--- config.mk ---
export PLATFORM = sky130hd
export DESIGN_NAME = wb_pipe_reg_flat
export DESIGN_NICKNAME = d
export VERILOG_FILES = /design/src/rtl/wb_pipe_reg_if.sv /design/src/rtl/wb_pipe_reg.sv /design/src/flat_wrapper.sv
export SDC_FILE = /design/constraint.sdc
export NUM_CORES = 1
export LEC_CHECK = 0
export CORE_UTILIZATION = 29
export DETAILED_ROUTE_END_ITERATION = 8
export SLEW_MARGIN = 20
export SYNTH_ARGS = -nofsm -noshare
export SYNTH_HDL_FRONTEND = slang
export SYNTH_SLANG_ARGS = --single-unit
--- constraint.sdc ---
create_clock -name clk -period 4.9 [get_ports clk]
set_clock_uncertainty 0.05 [all_clocks]
set_input_delay 1.47 -clock clk [delete_from_list [all_inputs] [get_ports clk]]
set_output_delay 1.47 -clock clk [all_outputs]
set_load 0.01 [all_outputs]
--- src/rtl/wb_pipe_reg_if.sv ---
// wb_pipe_reg_if: MEM->WB bundle; master drives stall_cur/stall_nxt/flush/mem_*, slave drives wb_* (+bubble_cnt under WB_PERF_CNT_EN)
interface wb_pipe_reg_if #(
    parameter int NUM_CH = 2,
    parameter int DATA_W = 32,
    parameter int ADDR_W = 5
`ifdef WB_PERF_CNT_EN
    , parameter int CNT_W = 16
`endif
);
    logic stall_cur, stall_nxt, flush;
    logic [NUM_CH*ADDR_W-1:0] mem_wd, wb_wd;
    logic [NUM_CH-1:0] mem_wreg, wb_wreg;
    logic [NUM_CH*DATA_W-1:0] mem_wdata, wb_wdata;
    logic [DATA_W-1:0] mem_hi, mem_lo, wb_hi, wb_lo, mem_cp0_wdata, wb_cp0_wdata;
    logic mem_whilo, wb_whilo, mem_cp0_we, wb_cp0_we, wb_valid;
    logic [4:0] mem_cp0_waddr, wb_cp0_waddr;
`ifdef WB_PERF_CNT_EN
    logic [CNT_W-1:0] bubble_cnt;
`endif
    modport master (
`ifdef WB_PERF_CNT_EN
        input bubble_cnt,
`endif
        output stall_cur, stall_nxt, flush, mem_wd, mem_wreg, mem_wdata, mem_hi, mem_lo, mem_whilo,
        output mem_cp0_we, mem_cp0_waddr, mem_cp0_wdata,
        input wb_wd, wb_wreg, wb_wdata, wb_hi, wb_lo, wb_whilo, wb_cp0_we, wb_cp0_waddr, wb_cp0_wdata, wb_valid
    );
    modport slave (
`ifdef WB_PERF_CNT_EN
        output bubble_cnt,
`endif
        input stall_cur, stall_nxt, flush, mem_wd, mem_wreg, mem_wdata, mem_hi, mem_lo, mem_whilo,
        input mem_cp0_we, mem_cp0_waddr, mem_cp0_wdata,
        output wb_wd, wb_wreg, wb_wdata, wb_hi, wb_lo, wb_whilo, wb_cp0_we, wb_cp0_waddr, wb_cp0_wdata, wb_valid
    );
endinterface

--- src/rtl/wb_pipe_reg.sv ---
// wb_pipe_reg: MEM->WB pipeline register (flush > bubble > capture > hold); ports clk, rst, bus (wb_pipe_reg_if.slave); WB_PERF_CNT_EN adds bubble_cnt
module wb_pipe_reg #(
    parameter int NUM_CH = 2,
    parameter int DATA_W = 32,
    parameter int ADDR_W = 5
`ifdef WB_PERF_CNT_EN
    , parameter int CNT_W = 16
`endif
) (
    input logic clk,
    input logic rst,
    wb_pipe_reg_if.slave bus
);
    logic bubble, capture;
    logic [NUM_CH-1:0] wreg_m, wreg_d, wreg_q;
    logic [NUM_CH*ADDR_W-1:0] wd_d, wd_q;
    logic [NUM_CH*DATA_W-1:0] wdata_d, wdata_q;
    logic [DATA_W-1:0] hi_d, hi_q, lo_d, lo_q, cp0_wdata_d, cp0_wdata_q;
    logic whilo_d, whilo_q, cp0_we_d, cp0_we_q, valid_d, valid_q;
    logic [4:0] cp0_waddr_d, cp0_waddr_q;
    assign bubble = bus.flush || (bus.stall_cur && !bus.stall_nxt);
    assign capture = !bus.stall_cur;
    always_comb begin
        wreg_m = '0;
        for (int j = 0; j < NUM_CH; j++) begin
            wreg_m[j] = bus.mem_wreg[j] && (bus.mem_wd[j*ADDR_W +: ADDR_W] != '0);
            for (int k = j + 1; k < NUM_CH; k++)
                wreg_m[j] = (bus.mem_wreg[k] && bus.mem_wd[k*ADDR_W +: ADDR_W] == bus.mem_wd[j*ADDR_W +: ADDR_W]) ? 1'b0 : wreg_m[j];
        end
    end
    always_comb begin
        wd_d        = bubble ? '0   : capture ? bus.mem_wd        : wd_q;
        wreg_d      = bubble ? '0   : capture ? wreg_m            : wreg_q;
        wdata_d     = bubble ? '0   : capture ? bus.mem_wdata     : wdata_q;
        hi_d        = bubble ? '0   : capture ? bus.mem_hi        : hi_q;
        lo_d        = bubble ? '0   : capture ? bus.mem_lo        : lo_q;
        whilo_d     = bubble ? 1'b0 : capture ? bus.mem_whilo     : whilo_q;
        cp0_we_d    = bubble ? 1'b0 : capture ? bus.mem_cp0_we    : cp0_we_q;
        cp0_waddr_d = bubble ? '0   : capture ? bus.mem_cp0_waddr : cp0_waddr_q;
        cp0_wdata_d = bubble ? '0   : capture ? bus.mem_cp0_wdata : cp0_wdata_q;
        valid_d     = bubble ? 1'b0 : capture ? 1'b1              : valid_q;
    end
    always_ff @(posedge clk) begin
        if (rst) begin
            wd_q <= '0;
            wreg_q <= '0;
            wdata_q <= '0;
            hi_q <= '0;
            lo_q <= '0;
            whilo_q <= 1'b0;
            cp0_we_q <= 1'b0;
            cp0_waddr_q <= '0;
            cp0_wdata_q <= '0;
            valid_q <= 1'b0;
        end else begin
            wd_q <= wd_d;
            wreg_q <= wreg_d;
            wdata_q <= wdata_d;
            hi_q <= hi_d;
            lo_q <= lo_d;
            whilo_q <= whilo_d;
            cp0_we_q <= cp0_we_d;
            cp0_waddr_q <= cp0_waddr_d;
            cp0_wdata_q <= cp0_wdata_d;
            valid_q <= valid_d;
        end
    end
    assign bus.wb_wd = wd_q;
    assign bus.wb_wreg = wreg_q;
    assign bus.wb_wdata = wdata_q;
    assign bus.wb_hi = hi_q;
    assign bus.wb_lo = lo_q;
    assign bus.wb_whilo = whilo_q;
    assign bus.wb_cp0_we = cp0_we_q;
    assign bus.wb_cp0_waddr = cp0_waddr_q;
    assign bus.wb_cp0_wdata = cp0_wdata_q;
    assign bus.wb_valid = valid_q;
`ifdef WB_PERF_CNT_EN
    logic [CNT_W-1:0] cnt_d, cnt_q;
    always_comb cnt_d = (bubble && cnt_q != '1) ? cnt_q + CNT_W'(1) : cnt_q;
    always_ff @(posedge clk) cnt_q <= rst ? '0 : cnt_d;
    assign bus.bubble_cnt = cnt_q;
`endif
endmodule

--- src/flat_wrapper.sv ---
// flat-port wrapper written by rule: the top's interface ports become plain ports
module wb_pipe_reg_flat 
#(
    parameter int NUM_CH = 2,
    parameter int DATA_W = 32,
    parameter int ADDR_W = 5

)
  (clk, rst, bus_stall_cur, bus_stall_nxt, bus_flush, bus_mem_wd, bus_mem_wreg, bus_mem_wdata, bus_mem_hi, bus_mem_lo, bus_mem_whilo, bus_mem_cp0_we, bus_mem_cp0_waddr, bus_mem_cp0_wdata, bus_wb_wd, bus_wb_wreg, bus_wb_wdata, bus_wb_hi, bus_wb_lo, bus_wb_whilo, bus_wb_cp0_we, bus_wb_cp0_waddr, bus_wb_cp0_wdata, bus_wb_valid);
  wb_pipe_reg_if #(.NUM_CH(NUM_CH), .DATA_W(DATA_W), .ADDR_W(ADDR_W)) bus_i ();
  input logic clk;
  input logic rst;
  input wire logic [$bits(bus_i.stall_cur)-1:0] bus_stall_cur;
  input wire logic [$bits(bus_i.stall_nxt)-1:0] bus_stall_nxt;
  input wire logic [$bits(bus_i.flush)-1:0] bus_flush;
  input wire logic [$bits(bus_i.mem_wd)-1:0] bus_mem_wd;
  input wire logic [$bits(bus_i.mem_wreg)-1:0] bus_mem_wreg;
  input wire logic [$bits(bus_i.mem_wdata)-1:0] bus_mem_wdata;
  input wire logic [$bits(bus_i.mem_hi)-1:0] bus_mem_hi;
  input wire logic [$bits(bus_i.mem_lo)-1:0] bus_mem_lo;
  input wire logic [$bits(bus_i.mem_whilo)-1:0] bus_mem_whilo;
  input wire logic [$bits(bus_i.mem_cp0_we)-1:0] bus_mem_cp0_we;
  input wire logic [$bits(bus_i.mem_cp0_waddr)-1:0] bus_mem_cp0_waddr;
  input wire logic [$bits(bus_i.mem_cp0_wdata)-1:0] bus_mem_cp0_wdata;
  output wire logic [$bits(bus_i.wb_wd)-1:0] bus_wb_wd;
  output wire logic [$bits(bus_i.wb_wreg)-1:0] bus_wb_wreg;
  output wire logic [$bits(bus_i.wb_wdata)-1:0] bus_wb_wdata;
  output wire logic [$bits(bus_i.wb_hi)-1:0] bus_wb_hi;
  output wire logic [$bits(bus_i.wb_lo)-1:0] bus_wb_lo;
  output wire logic [$bits(bus_i.wb_whilo)-1:0] bus_wb_whilo;
  output wire logic [$bits(bus_i.wb_cp0_we)-1:0] bus_wb_cp0_we;
  output wire logic [$bits(bus_i.wb_cp0_waddr)-1:0] bus_wb_cp0_waddr;
  output wire logic [$bits(bus_i.wb_cp0_wdata)-1:0] bus_wb_cp0_wdata;
  output wire logic [$bits(bus_i.wb_valid)-1:0] bus_wb_valid;
  assign bus_i.stall_cur = bus_stall_cur;
  assign bus_i.stall_nxt = bus_stall_nxt;
  assign bus_i.flush = bus_flush;
  assign bus_i.mem_wd = bus_mem_wd;
  assign bus_i.mem_wreg = bus_mem_wreg;
  assign bus_i.mem_wdata = bus_mem_wdata;
  assign bus_i.mem_hi = bus_mem_hi;
  assign bus_i.mem_lo = bus_mem_lo;
  assign bus_i.mem_whilo = bus_mem_whilo;
  assign bus_i.mem_cp0_we = bus_mem_cp0_we;
  assign bus_i.mem_cp0_waddr = bus_mem_cp0_waddr;
  assign bus_i.mem_cp0_wdata = bus_mem_cp0_wdata;
  assign bus_wb_wd = bus_i.wb_wd;
  assign bus_wb_wreg = bus_i.wb_wreg;
  assign bus_wb_wdata = bus_i.wb_wdata;
  assign bus_wb_hi = bus_i.wb_hi;
  assign bus_wb_lo = bus_i.wb_lo;
  assign bus_wb_whilo = bus_i.wb_whilo;
  assign bus_wb_cp0_we = bus_i.wb_cp0_we;
  assign bus_wb_cp0_waddr = bus_i.wb_cp0_waddr;
  assign bus_wb_cp0_wdata = bus_i.wb_cp0_wdata;
  assign bus_wb_valid = bus_i.wb_valid;
  wb_pipe_reg #(.NUM_CH(NUM_CH), .DATA_W(DATA_W), .ADDR_W(ADDR_W)) u_core (.clk(clk), .rst(rst), .bus(bus_i));
endmodule
Yosys cells after proc, flatten, opt, wreduce, memory -nomap -nowiden
Cells that the tools add are included.
{"block": "word_totals", "input_bits": 184, "output_inout_bits": 180, "register_bits": 180, "wordCells": 21}
{"block": "op_classes", "n_reduce_logical": 9, "n_mux": 1, "n_eq_ne": 1}
{"cell": "nonzero test 5 bit", "count": 2}
{"cell": "== test 5 bit", "count": 1}
{"cell": "logical AND 1 bit", "count": 4}
{"cell": "OR reduction 2 bit", "count": 1}
{"cell": "zero test 1 bit", "count": 1}
{"cell": "logical OR 1 bit", "count": 1}
{"cell": "two-way mux 1 bit", "count": 1}

Depth between registers and ports, before layout
Gate-level depths: netlist (run 1).
{"block": "depth", "ltp_word": 4, "mapped_depth": 5, "mapped_depth_nobuf": 4}

Worst setup path before layout (run 1)
Ideal clock, no wire load.
{"block": "synth_timing", "kind": "input to register", "start": "input bus_mem_wd[1]", "end": "register u_core.wreg_q[0], in the netlist u_core.bus.wb_wreg[0]", "stages": 4, "setup_slack_ps": 2343, "t_required_ps": 4734, "arrival_ps": 2391, "setup_time_ps": 116, "n_path_buf": 0, "cell_sequence": "or4_1 > o2111ai_1 > a31oi_1 > a41o_1"}
{"block": "synth_between", "elab_chain_cells": 3, "word_cells_on_any_way": 5, "classes_between": "eq/ne (1); mux (1); reduce/logical (3)"}
{"element": "from (decl)", "line_no": "flat_wrapper.sv:16", "text": "input wire logic [$bits(bus_i.mem_wd)-1:0] bus_mem_wd;"}
{"element": "== test 5 bit or nonzero test 5 bit (tied branches)", "line_no": "wb_pipe_reg.sv:28, wb_pipe_reg.sv:26"}
{"element": "logical AND 1 bit (on tied branches)", "line_no": "wb_pipe_reg.sv:28, wb_pipe_reg.sv:26"}
{"element": "two-way mux 1 bit (*)", "line_no": "wb_pipe_reg.sv:28", "text": "wreg_m[j] = (bus.mem_wreg[k] && bus.mem_wd[k*ADDR_W +: ADDR_W] == bus.mem_wd[j*ADDR_W +: ADDR_W]) ? 1'b0 : wre ..."}
{"element": "to (signal assigned)", "line_no": "wb_pipe_reg.sv:57", "text": "wreg_q <= wreg_d;"}
{"element": "to (decl)", "line_no": "wb_pipe_reg.sv:15", "text": "logic [NUM_CH-1:0] wreg_m, wreg_d, wreg_q;"}
Every way passes the cells marked *; elsewhere a longest branch is shown, timed or not.
A chain may end at the register's enable or synchronous reset.

Final worst setup path (run 1)
{"block": "layout_timing", "start": "register u_core.wdata_q[31], in the netlist u_core.bus.wb_wdata[31]", "end": "output bus_wb_wdata[31]"}
{"element": "from (decl)", "line_no": "wb_pipe_reg.sv:17", "text": "logic [NUM_CH*DATA_W-1:0] wdata_d, wdata_q;"}
{"element": "from (signal assigned)", "line_no": "wb_pipe_reg.sv:58", "text": "wdata_q <= wdata_d;"}
{"element": "to (decl)", "line_no": "flat_wrapper.sv:27", "text": "output wire logic [$bits(bus_i.wb_wdata)-1:0] bus_wb_wdata;"}
No word-level cell between the ends.

==> results of run 1 <==
[state kept, by name, indices dropped and copies added (netlist names)]
| signal | count |
|---|---|
| u_core.bus.wb_cp0_wdata | 32 |
| u_core.bus.wb_wreg | 2 |
| u_core.bus.wb_whilo | 1 |
| u_core.bus.wb_cp0_we | 1 |
| u_core.bus.wb_hi | 32 |
| u_core.bus.wb_valid | 1 |
| u_core.bus.wb_lo | 32 |
| u_core.bus.wb_wd | 10 |
| u_core.bus.wb_cp0_waddr | 5 |
| u_core.bus.wb_wdata | 64 |
[power by group]
group / leakage, nW / switching, mW / internal [mW]
combinational: 2.66 / 0.162 / 0.269
clock: 0.306 / 0.606 / 0.882
sequential: 1.46 / 0.0207 / 1.50
total: 4.43 / 0.789 / 2.65
[metrics by stage]
step | worst slack [ps] | utilization | total power [mW]
2_1_floorplan | 2343 | - | 1.734
3_3_place_gp | 1635 | 0.4804 | 1.991
3_5_place_dp | 1611 | 0.4804 | 1.993
4_1_cts | 1958 | 0.5104 | 3.498
5_1_grt | 1939 | 0.5104 | 3.586
6_report | 2008 | 0.5104 | 3.443
[worst reg2reg max path, cell delays in order, from the launching register on]
cell and delay [ps]:
dfxtp_1 340, mux2i_1 140, nor2_1 50
[cells in the mapped netlist (all sizes together)]
cell and count:
dfxtp 180, a31oi 1, buf 32, clkbuf 7, inv 2, a21oi 1, or4 2, xnor2 1
nand4 1, nor4 1, o31ai 1, o2111ai 1, nor2 178, mux2i 177, a41o 1, o21ai 2
xor2 4
[logic make-up after synthesis]
| kind of cell | synth area share |
|---|---|
| mux | 0.2770 |
| flops | 0.5635 |
| simple gates | 0.1111 |
| buf+inv | 0.03346 |
| compound gates | 0.008022 |
| xor+xnor | 0.006848 |
[worst paths after layout]
path / end / slack (ps) / from / depth (start not counted)
max: bus_wb_wdata[31] / 2010 / u_core.bus.wb_wdata[31] / 1
min: u_core.bus.wb_valid / 400 / u_core.bus.wb_valid / 2
max reg2reg: u_core.bus.wb_wdata[31] / 4180 / u_core.bus.wb_wdata[31] / 2
min reg2reg: u_core.bus.wb_valid / 400 / u_core.bus.wb_valid / 2
[area by class of cell]
type                            count  area share
Clock buffer                       20     0.04111
Timing Repair Buffer              366      0.3392
Inverter                            2   0.0006909
Multi-Input combinational cell    371      0.2379
Tap cell                          275     0.03167
Clock inverter                     12     0.01773
Sequential cell                   180      0.3316
[layer usage]
layer  share of wire  vias to the layer above
met5               0                        -
met4           0.016                        0
met3            0.10                       22
met2            0.49                      219
met1            0.39                     2384
li1                -                     2670
==> metrics, run 1 <==
status finished clean; CTS clk-pin slew, worst paths 70 ps; Worst slew margin 0.3961; fillers 2005; Iteration-0 DRC Markers 146; post-CTS resize count 0; CP Cell Sequence clkdlybuf4s50_1; cts hold-fix bufs 0; number of global-route vias before repair 5103; design area 0.01087 sq mm; largest area contributor in the netlist dfxtp_1; # port buffers 363; Root Buffer clkbuf_16; postcts setup bufs 0; vias per cell 4.319; clk_lat worst skew 420 ps; Critical Path Source Type register; Seq. cell area approximately 0.0036 sq mm; GRT overflow 0; GRT Total Usage 0.1669; Tmin final 2892 ps; WP data arrival roughly 1400 ps; Peak VDD IR roughly 220 uV; P&R area growth vs syn 69.91%; Worst path slowest cell clkdlybuf4s50_1; Worst path max stage delay 560 ps; Final Max Slew Viols 0; DR pass1 iterations 4; critical path peak fanout 2; Initial Util 0.3004; synth warn 0; most common cell after layout, fill and taps aside clkdlybuf4s50_1; RSZ-0062 raised after global routing no; register bit total from synthesis 180; most frequent cells in the layout 362 x clkdlybuf4s50_1, 180 x dfxtp_1, 178 x nor2_1; CTS Buf Count 17; CTS sink cnt between 150 and 200; CP Capture Type output pin; final setup TNS 0 ps; Multi-input gate area 0.002585 sq mm; syn avg cell area 10.80 sq um; top cells by area, synth dfxtp_1 56%, mux2i_1 28%, nor2_1 10%; first-pass GRT wire length 28.41 mm; fin crit share 0.5902; leak pwr around 4.4 nW; num ports 364; Die Area 0.02265 sq mm; PwrDens approximately 320 mW/mm^2; area share of the largest cell type after synthesis 0.5635; Syn Nets 776; number of remaining DRC errors 0; cell count after synthesis about 600; global placer's final weighted congestion a little over 0.7; ANT nets after route 0; placed wire-length estimate between 10 and 15 mm; required time worst endpoint 3380 ps; H-tree depth 4; die width 150.5 microns; synth unique cells 19; Hold Path Class register to register; Core Footprint 0.02129 sq mm; layout cells sized above 1 0.03785; Rows 53; Avg WL per Cell between 15 and 20 microns; initial antenna violation count 0; crit-path leading delay family buffers and inverters; synthesized area 0.006395 sq mm; Total Wirelength 19.47 mm; M2 GR Usage 0.2841; largest net degree at the start of global routing 180; Buf/Inv on CP 1; max-cap violations 0; CTS tree yes; WHS about 400 ps; Clock Path Buffers 2; Final nets 1122; GR peak layer met2; Placed Instances 1194; met3 Use GR 0.07091; Placement Cell Area 0.01023 sq mm; GR Util met1 0.1862; Worst-Margin Slew 905.9 ps; Final setup viols 0; DIE HEIGHT 150.5 microns; final std cells w/o fill 1226; vias 5295; Fin. Hold Viols 0; Seq/Total Area, Yosys 0.5635; Setup Crit Path Kind register to output pin; Max Fclk 345.8 MHz; n_diodes 0
Power figures use the tool's default switching activity.
==> run 2, diff against run 1 <==
==> constraint.sdc (replaced) <==
create_clock -name clk -period 2.7 [get_ports clk]
set_clock_uncertainty 0.05 [all_clocks]
set_input_delay 0.81 -clock clk [delete_from_list [all_inputs] [get_ports clk]]
set_output_delay 0.81 -clock clk [all_outputs]
set_load 0.01 [all_outputs]
==> run 2 against run 1 <==
Via count is 0.72% higher. Highest routed layer unchanged. Sequential power increased by 82%. Utilization increased by 0.12 points. Combinational power is 84% higher. Clock power is 72% higher. Register-to-register slack worse by 2200 ps. Flip-flop and latch count did not move. Critical path depth unchanged.
==> metrics, run 2 (same netlist as run 1, synthesis figures left out) <==
crit-path leading delay family buffers and inverters; critical path peak fanout 2; reg-to-reg critical path startpoint u_core.bus.wb_wdata[15]; Setup Crit Path Kind register to output pin; DR pass1 iterations 4; Critical Path Start u_core.bus.wb_cp0_wdata[22]; leak pwr 4.444 nW; CP Cell Sequence clkdlybuf4s50_1; Reg power frac 0.451; Worst-Margin Slew roughly 590 ps; M2 GR Usage 0.2876; fin crit share 0.8315; die width 150.5 microns; max-cap violations 0; Worst path max stage delay 570 ps; # port buffers 363; max FFs per register 64; cts hold-fix bufs 0; Total Wirelength 19.65 mm; CTS sink cnt 180; largest net degree at the start of global routing 93; final setup TNS 0 ps; worst hold start u_core.bus.wb_valid; CTS clk-pin slew, worst paths 70 ps; required time worst endpoint 1840 ps; Tmin final 2245 ps; Gate power share 0.129; Peak VDD IR 387.8 uV; fillers 1981; CTS Buf Count 17; GR peak layer met2; Buf/Inv on CP 1; placed wire-length estimate 14.14 mm; Max Fclk 445.4 MHz; Worst slew margin 0.6076; DIE HEIGHT approximately 150 microns; WP data arrival approximately 1400 ps; CP Capture Type output pin; num ports between 300 and 400; PwrDens 562.9 mW/mm^2; met3 Use GR 0.07030; switch share 0.2347; Avg WL per Cell about 16 microns; number of remaining DRC errors 0; vias 5333; ANT nets after route 0; CTS tree yes; Fin. Hold Viols 0; Final Max Slew Viols 0; clock power share 0.420; number of global-route vias before repair roughly 5300; GRT overflow 0; initial antenna violation count 0; P&R area growth vs syn 70.32%; Final setup viols 0; Worst path slowest cell clkdlybuf4s50_1; H-tree depth 4; first-pass GRT wire length 28.75 mm; Root Buffer clkbuf_16; vias per cell 4.332; Final nets ~1100; clk_lat worst skew 420 ps; Pint 4.692 mW; Die Area 0.02265 sq mm; most frequent cells in the layout 362 x clkdlybuf4s50_1, 180 x dfxtp_1, 178 x nor2_1; Critical Path Source Type register; Clock Path Buffers 2; RSZ-0062 raised after global routing no; global placer's final weighted congestion 0.7884; DP Worst Slack around 280 ps; post-CTS resize count 0; most common cell after layout, fill and taps aside clkdlybuf4s50_1; setup ws final 455.0 ps; Hold Path Class register to register; Rows 53; GRT Total Usage 0.1679; Core Footprint 0.02129 sq mm; postcts setup bufs 0; GR Util met1 0.1849; status finished clean; WHS just under 400 ps; Iteration-0 DRC Markers 148; Initial Util 0.3004; sw power 1.439 mW; layout cells sized above 1 0.04293
==> run 2: cell count changes in the layout (fill, tap and decap cells not counted) <==
cell / change
buf_4: +3
buf_12: +2
clkinv_4: +2
inv_8: -2
bufinv_16: -1
clkbuf_1: -1
clkbuf_8: -1
clkinv_2: +1
diode_2: +1
inv_6: +1
==> run 2: layout make-up <==
| type | instances | area [sq um] | share of cell area |
|---|---|---|---|
| Sequential cell | 180 | 3603 | 0.3308 |
| Timing Repair Buffer | 371 | 3749 | 0.3442 |
| Clock buffer | 18 | 429.2 | 0.03940 |
| Inverter | 2 | 7.507 | 0.0006893 |
| Antenna cell | 1 | 2.502 | 0.0002298 |
| Tap cell | 275 | 344.1 | 0.03159 |
| Multi-Input combinational cell | 371 | 2585 | 0.2373 |
| Clock inverter | 13 | 171.4 | 0.01574 |
==> run 2: stage by stage <==
step	instance area [sq um]	util	cells	total power, mW
3_3_place_gp	10290	0.4833	1199	3.624
6_report	10890	0.5117	1231	6.131
2_1_floorplan	6395	-	592	3.146
5_1_grt	10890	0.5116	1230	6.377
3_5_place_dp	10290	0.4833	1199	3.626
4_1_cts	10890	0.5116	1230	6.236
==> run 2: layer usage <==
metal  vias to the layer above  wire length [microns]
li1                       2676                      -
met1                      2410                   7655
met2                       229                   9544
met3                        18                   2112
met4                         0                    340
met5                         -                      0
==> run 2: path summary, 6_finish.rpt <==
check / endpoint / slack [ps] / cells past startpoint
hold / removal: u_core.bus.wb_valid / 400 / 2
setup reg to reg: u_core.bus.wb_wdata[15] / 2000 / 2
setup / recovery: bus_wb_cp0_wdata[22] / 450 / 1
hold reg to reg: u_core.bus.wb_valid / 400 / 2
==> run 2: power by group through the flow <==
stage | combinational (mW) | sequential [mW] | clock [mW]
global placement | 0.801 | 2.82 | 0
global route | 0.854 | 2.77 | 2.75
floorplan | 0.288 | 2.86 | 0
CTS | 0.804 | 2.77 | 2.67
detailed placement | 0.800 | 2.83 | 0
finish | 0.794 | 2.77 | 2.57
